`src/rtl/cpu_seq_ctrl.sv`:
```
// Multi-cycle control sequencer for the single-bus CPU: fetch, decode and
// execute of MOVE/MOVI/ALU/ALUI/HALT with an MFC timeout and sticky status flags.
module cpu_seq_ctrl #(
  parameter int DATA_W      = 16,
  parameter int OPC_W       = 4,
  parameter int NUM_REGS    = 4,
  parameter int MFC_TIMEOUT = 15
) (
  input  logic                clk,
  input  logic                reset,
  input  logic                start,
  input  logic [DATA_W-1:0]   instr,
  input  logic                mfc,
  output logic                pc_read,
  output logic                pc_increment,
  output logic                mar_write,
  output logic                mar_mem_read,
  output logic                mem_en,
  output logic                mem_rw,
  output logic                mdr_mem_write,
  output logic                mdr_read,
  output logic                ir_write,
  output logic [NUM_REGS-1:0] reg_read,
  output logic [NUM_REGS-1:0] reg_write,
  output logic                imm_en,
  output logic [DATA_W-1:0]   imm_out,
  output logic [2:0]          alu_op,
  output logic                alu_in1_we,
  output logic                alu_in2_we,
  output logic                alu_out_en,
  output logic                instr_done,
  output logic                halted,
  output logic                illegal,
  output logic                bus_error,
  output logic [3:0]          fsm_state
);

  localparam int FLD_W = (DATA_W - OPC_W) / 2;
  localparam int CNT_W = $clog2(MFC_TIMEOUT + 1);
  localparam logic [CNT_W-1:0] CNT_LAST = CNT_W'(MFC_TIMEOUT - 1);

  localparam logic [3:0] S_IDLE = 4'd0;
  localparam logic [3:0] S_F1   = 4'd1;
  localparam logic [3:0] S_F2   = 4'd2;
  localparam logic [3:0] S_F3   = 4'd3;
  localparam logic [3:0] S_DEC  = 4'd4;
  localparam logic [3:0] S_MV   = 4'd5;
  localparam logic [3:0] S_MI   = 4'd6;
  localparam logic [3:0] S_A1   = 4'd7;
  localparam logic [3:0] S_A2   = 4'd8;
  localparam logic [3:0] S_A3   = 4'd9;
  localparam logic [3:0] S_HLT  = 4'd10;
  localparam logic [3:0] S_ERR  = 4'd11;

  localparam logic [OPC_W-1:0] OP_MOVE = OPC_W'(4'h0);
  localparam logic [OPC_W-1:0] OP_MOVI = OPC_W'(4'h1);
  localparam logic [OPC_W-1:0] OP_HALT = OPC_W'(4'hF);

  logic [3:0]        state;
  logic [3:0]        state_nxt;
  logic [CNT_W-1:0]  wait_cnt;
  logic [OPC_W-1:0]  opcode;
  logic [FLD_W-1:0]  ri;
  logic [FLD_W-1:0]  rj;
  logic [DATA_W-1:0] imm_val;
  logic              is_move, is_movi, is_alu, is_alui, is_halt;
  logic              ri_bad, rj_bad, dec_illegal, mfc_expire;

  assign opcode  = instr[DATA_W-1 -: OPC_W];
  assign ri      = instr[2*FLD_W-1 -: FLD_W];
  assign rj      = instr[FLD_W-1:0];
  assign imm_val = {{(DATA_W-FLD_W){1'b0}}, rj};

  assign is_move = (opcode == OP_MOVE);
  assign is_movi = (opcode == OP_MOVI);
  assign is_alu  = (opcode >= OPC_W'(4'h2)) && (opcode <= OPC_W'(4'h7));
  assign is_alui = (opcode >= OPC_W'(4'hA)) && (opcode <= OPC_W'(4'hE));
  assign is_halt = (opcode == OP_HALT);
  assign ri_bad  = int'(ri) >= NUM_REGS;
  assign rj_bad  = int'(rj) >= NUM_REGS;

  // Rj is only range-checked where it names a register; for MOVI/ALUI it is an immediate.
  assign dec_illegal = !(is_move || is_movi || is_alu || is_alui || is_halt) ||
                       (!is_halt && ri_bad) ||
                       ((is_move || is_alu) && rj_bad);

  assign mfc_expire = (state == S_F2) && !mfc && (wait_cnt == CNT_LAST);
  assign fsm_state  = state;

  function automatic logic [NUM_REGS-1:0] reg_sel(input logic [FLD_W-1:0] idx);
    logic [NUM_REGS-1:0] sel;
    sel = '0;
    for (int i = 0; i < NUM_REGS; i++) begin
      if (int'(idx) == i) sel[i] = 1'b1;
    end
    return sel;
  endfunction

  // start and mfc are plain level inputs sampled on the clock edge: start is
  // only looked at in IDLE, mfc only in F2; there is no ready/ack back to the source.
  always_comb begin
    state_nxt = state;
    case (state)
      S_IDLE: if (start) state_nxt = S_F1;
      S_F1:   state_nxt = S_F2;
      S_F2: begin
        if (mfc)             state_nxt = S_F3;
        else if (mfc_expire) state_nxt = S_ERR;
      end
      S_F3:   state_nxt = S_DEC;
      S_DEC: begin
        if (dec_illegal)  state_nxt = S_ERR;
        else if (is_halt) state_nxt = S_HLT;
        else if (is_move) state_nxt = S_MV;
        else if (is_movi) state_nxt = S_MI;
        else              state_nxt = S_A1;
      end
      S_MV:   state_nxt = S_F1;
      S_MI:   state_nxt = S_F1;
      S_A1:   state_nxt = S_A2;
      S_A2:   state_nxt = S_A3;
      S_A3:   state_nxt = S_F1;
      S_HLT:  state_nxt = S_HLT;
      S_ERR:  state_nxt = S_ERR;
      default: state_nxt = S_IDLE;
    endcase
  end

  always_ff @(posedge clk) begin
    if (reset) begin
      state     <= S_IDLE;
      wait_cnt  <= '0;
      halted    <= 1'b0;
      illegal   <= 1'b0;
      bus_error <= 1'b0;
    end else begin
      state <= state_nxt;
      if (state == S_F2 && !mfc) wait_cnt <= wait_cnt + CNT_W'(1);
      else                       wait_cnt <= '0;
      if (state == S_DEC && dec_illegal)            illegal   <= 1'b1;
      if (state == S_DEC && !dec_illegal && is_halt) halted   <= 1'b1;
      if (mfc_expire)                               bus_error <= 1'b1;
    end
  end

  always_comb begin
    pc_read       = 1'b0;
    pc_increment  = 1'b0;
    mar_write     = 1'b0;
    mar_mem_read  = 1'b0;
    mem_en        = 1'b0;
    mem_rw        = 1'b0;
    mdr_mem_write = 1'b0;
    mdr_read      = 1'b0;
    ir_write      = 1'b0;
    reg_read      = '0;
    reg_write     = '0;
    imm_en        = 1'b0;
    imm_out       = '0;
    alu_op        = 3'd0;
    alu_in1_we    = 1'b0;
    alu_in2_we    = 1'b0;
    alu_out_en    = 1'b0;
    instr_done    = 1'b0;
    case (state)
      S_F1: begin
        pc_read   = 1'b1;
        mar_write = 1'b1;
      end
      S_F2: begin
        mar_mem_read  = 1'b1;
        mem_en        = 1'b1;
        mem_rw        = 1'b1;
        mdr_mem_write = mfc;
      end
      S_F3: begin
        mdr_read     = 1'b1;
        ir_write     = 1'b1;
        pc_increment = 1'b1;
      end
      S_MV: begin
        reg_read   = reg_sel(rj);
        reg_write  = reg_sel(ri);
        instr_done = 1'b1;
      end
      S_MI: begin
        imm_en     = 1'b1;
        imm_out    = imm_val;
        reg_write  = reg_sel(ri);
        instr_done = 1'b1;
      end
      S_A1: begin
        reg_read   = reg_sel(ri);
        alu_in1_we = 1'b1;
        alu_op     = opcode[2:0];
      end
      S_A2: begin
        // ALUI opcodes all have the top opcode bit set; ALU opcodes never do.
        if (opcode[OPC_W-1]) begin
          imm_en  = 1'b1;
          imm_out = imm_val;
        end else begin
          reg_read = reg_sel(rj);
        end
        alu_in2_we = 1'b1;
        alu_op     = opcode[2:0];
      end
      S_A3: begin
        alu_out_en = 1'b1;
        reg_write  = reg_sel(ri);
        alu_op     = opcode[2:0];
        instr_done = 1'b1;
      end
      default: ;
    endcase
  end

endmodule

```
`config.mk`:
```
export PLATFORM = sky130hd
export DESIGN_NAME = cpu_seq_ctrl
export DESIGN_NICKNAME = d
export VERILOG_FILES = /design/src/rtl/cpu_seq_ctrl.sv
export SDC_FILE = /design/constraint.sdc
export NUM_CORES = 1
export LEC_CHECK = 0
export ABC_AREA = 0
export CAP_MARGIN = 15
export CORE_UTILIZATION = 38
export CTS_CLUSTER_DIAMETER = 120
export DETAILED_ROUTE_END_ITERATION = 8
export GPL_TIMING_DRIVEN = 1
export PLACE_DENSITY = 0.86
export SYNTH_ARGS = -nofsm -noshare
export SYNTH_HDL_FRONTEND = slang
export SYNTH_SLANG_ARGS = --single-unit
```
`constraint.sdc`:
```
create_clock -name clk -period 3.1 [get_ports clk]
set_input_delay 0.62 -clock clk [delete_from_list [all_inputs] [get_ports clk]]
set_output_delay 0.62 -clock clk [all_outputs]
set_load 0.01 [all_outputs]
```
Word-level counts from Yosys, hierarchy flattened
Index checks and enable logic that the tools add are counted.

operators by class
  $mul = 0
  divide/modulo/power cells = 0
  mux-type cells = 32
  reductions and logical operators = 28
  bitwise operators = 1
  order comparisons = 6
  equality and inequality tests = 22
  shift operators = 0
  add/sub/neg operators = 1

operators by type and width
  kind                 number
  $pmux 4 s10          1
  $mux 4               7
  $eq 4x4->1 const B   6
  $eq 6x3->1 const B   4
  $mux 1               18
  $eq 4x3->1 const B   4
  $eq 6x2->1 const B   2
  $ge 6x3->1 const B   2
  $logic_not 6->1      2
  $pmux 4 s3           1
  $pmux 6 s2           1
  $logic_and 1x1->1    9
  $eq 4x1->1 const B   2
  $eq 4x2->1 const B   2
  $logic_not 4->1      2
  $logic_or 1x1->1     7
  $mux 6               1
  $reduce_or 3->1      2
  $add 4x1->4 const B  1
  $ge 4x2->1 const B   1
  $ge 4x4->1 const B   1
  $le 4x3->1 const B   1
  $le 4x4->1 const B   1
  $logic_not 1->1      4
  8 further kinds      8

word-level totals
  input bits = 20
  bits in latches = 0
  ROM bits = 0
  memory bits (writable) = 0
  register bits = 11
  word-level logic and storage cells = 95
  memories = 0
  output and inout port bits = 48

Logic depth before layout (Yosys ltp)
  depth in word-level cells = 11
  gate-level depth with buffers = 6
  depth with buffers taken out = 5

Worst setup path before layout
OpenSTA, ideal clock, no wires.

  kind = input to output
  from = in instr[5]
  to = out reg_read[0]
  data arrival time = 1.707 ns
  path buffers = 0
  slack = 0.773 ns
  stages on the path = 3
  required time = 2.480 ns
  cell sequence = nor4_1 or3b_4 o32ai_1

between the ends
  cells in the longest elaborated chain, start to end = 4

RTL lines
  what                RTL line  text
  start: declaration  12        input logic [DATA_W-1:0] instr,
  $logic_not 6->1 *   94        if (int'(idx) == i) sel[i] = 1'b1;
  $mux 1 *            94
  $mux 4              199       if (opcode[OPC_W-1]) begin
  $pmux 4 s3 *        165       case (state)
  end: declaration    23        output logic [NUM_REGS-1:0] reg_read,

Every way passes the cells marked *; elsewhere a longest branch is shown, timed or not.

Worst setup path in the final report
  from = in instr[4]
  to = out reg_read[2]

between the ends
  cells in the longest elaborated chain, start to end = 4

RTL lines
  what          RTL line
  $eq 6x3->1 *  94
  $mux 1 *      94
  $mux 4        199
  $pmux 4 s3 *  165

Marked as above.

==> impl_results.md <==
* DRC Markers at 0
* Number of CTS-inserted buffers at 3
* GRT Total Usage at 0.216
* Core Area at 0.00248 mm2
* Pin count of the biggest net entering global routing at 18
* Min cycle time layout at 3030 ps
* Critical Path AT at 2410 ps
* Final setup viols at 0
* Die ar. at 0.00285 mm2
* Row cnt at 18
* Synth warn at 0
* Met3 WL at 149 um
* Flop2flop setup slack at 1320 ps
* Initial antenna violation count at 0
* Clk_lat worst skew at between 200 and 300 ps
* Dpl cells at 219
* FF-to-FF path depth at 3
* Metal-1 WL at 1.31 mm
* Leak at 0.000576 uW
* Slew Viols, Final at 0
* Vias in the first global route at 972
* Sequential area share after synthesis at 0.219
* FF-to-FF End: bus_error$_SDFFE_PP0P_
* CP Max Fanout at 4
* Vias per inst at 5.25
* Top Metal Used: met4
* Slew @ Worst Pin at 553 ps
* Nets at approximately 220
* Synth Area in Simple Gates at 0.364
* Post-CTS Setup Bufs at 0
* H-tree depth at 1
* Vias at 1171
* Synth Cell Area at 0.00100 mm2
* Mux cell area share after synthesis at 0
* Worst hold path startpoint: illegal$_SDFFE_PP0P_
* Crit. End Element: primary output
* Post-synthesis xor/xnor area fraction at 0.0262
* Num Clock Sinks at 11
* Max Fclk at 0.330 GHz
* WHS Endpoint: illegal$_SDFFE_PP0P_
* DR WL met2 at 1.51 mm
* Maximum root-to-sink buffer count at 2
* Syn_area_per_cell at approximately 7.3 um2
* Worst VDD drop at 0.279 mV
* Cells on Worst Hold Path at 2
* Commonest non-fill, non-tap cell in the layout: clkdlybuf4s50_1
* Cells after synthesis at about 140
* GR Overflow Total at 0
* Gpl congestion at ~0.76
* Clock transition at path regs at approximately 70 ps
* Post-synth EDFFs at 0
* Setup TNS at 0 ps
* WL/cell at between 10 and 15 um
* PD cells at 357 mW/mm2
* Synth Area in Adders at 0.0249
* 1st-iter DRT viols at 35
* Layout cells sized above 1 at 0.0881
* Post-Route WL at 3.01 mm
* Critical path class: primary input to primary output
* Seq cells post-synth at 11
* Top_reg_cell synth: dfxtp_1
* Post-synthesis compound-gate area fraction at 0.191
* Root Driver: clkbuf_4
* Port bufs at 57
* P&R area growth vs syn at 58.3%
* Hold Violations, Final at 0
* CTS Hold Bufs at 0
* Antenna Nets Post-Route at 0
* RSZ-0062 raised after global routing: false
* Slew headroom at 0.631
* Max-cap violations at 0
* I/O Pins at 68
* Period utilization at 0.979
* Skew final at 3.35 ps
* Highest-count cells in the layout ignoring fill and taps: clkdlybuf4s50_1 (53), nor2_1 (17), dfxtp_1 (11)
* Global-route wire length before repair at 4.44 mm
* Number of standard cells in the layout, taps in and fillers out at roughly 220
* CP Launch Type: primary input
* Combinational family with the most area after synthesis: simple AND/OR/NAND/NOR gates
* Hold Slack at between 400 and 500 ps
* Die Span X at 53.4 um
* Synth async-reset ratio at 0
* Status: finished clean
* Worst r2r src: fsm_state[1]$_SDFFE_PP0P_
* Post-DP HPWL at 2.29 mm
* N_diodes at 0
* Die H at around 53 um
* Distinct cells, synth at 41
* Worst Hold Class: flip-flop to flip-flop
* Worst Path Required at between 2000 and 2500 ps
* Drt pass-1 iters at 4
* CTS tree: yes
* Initial Util at 0.406
-- metal layers --
metal,track usage,vias up
met5,0,-
met4,0.0789,0
met3,0.0402,5
met2,0.367,41
met1,0.265,557
li1,-,568
-- cells in the mapped netlist, types with 4 or more instances --
master    number  area (um2)
and2_1         5        31.3
nand2_1        6        22.5
nor2b_1        6        37.5
nor4_1         4        25.0
dfxtp_1       11         220
nand2b_1       8        50.1
buf_4         15         113
inv_1          8        30.0
a21oi_1        7        35.0
o32ai_1        4        35.0
nor2_1        17        63.8
nor3_1         7        35.0
-- worst max-delay path: stages --
cell and delay, ps:
clkdlybuf4s50_1 470, nor4_4 330, or3b_4 440, o32ai_1 260
clkdlybuf4s15_1 280
-- sequential cells by signal, indices dropped and copies added (netlist names) --
register and flops:
fsm_state 4, wait_cnt 4, halted 1, illegal 1, bus_error 1
-- kinds of logic (layout without fill, tap and decap cells) --
kind of cell / Yosys count / after routing
compound gates: 27 / 27
other cells: 1 / 10
xor+xnor: 3 / 3
flops: 11 / 11
fa+ha+maj: 2 / 2
buf+inv: 28 / 75
simple gates: 65 / 65
-- worst max-delay path by stage --
stage,from,end,slack [ps],depth (start not counted)
after global placement,instr[5],reg_read[0],-120,5
after floorplan,instr[5],reg_read[0],770,3
after CTS,instr[5],reg_read[1],80,5
after global routing,instr[4],reg_read[1],7,5
after detailed placement,instr[5],reg_read[1],-260,5
final,instr[4],reg_read[2],70,5
-- cell type report --
cell class,count,area (um2)
inverter,8,30.0
timing repair buffer,63,608
fill,231,887
clock buffer,4,26.3
sequential,11,220
tap,30,37.5
multi-input combinational,107,668
-- where the power goes --
group / internal (uW) / switching, uW / total (uW) / leakage, uW
registers: 153 / 27.8 / 181 / 0.0000892
clock network: 50.0 / 51.6 / 102 / 0.0000150
logic: 152 / 133 / 285 / 0.000472
total: 355 / 213 / 568 / 0.000576
-- per-stage QoR --
stage	power (uW)	area, um2	util	setup slack, ps
floorplan	347	1040	-	773
global placement	457	1550	0.625	-119
detailed placement	465	1550	0.625	-257
CTS	567	1580	0.636	79.6
global route	603	1590	0.642	6.68
finish	568	1590	0.642	65.6
-- timing repair --
item                       4_1_cts  5_1_grt
setup endpoints to repair        4        3
pin swaps                        0        1
gates resized for setup          5        5
Note: power is estimated with default switching activity, not from simulation.
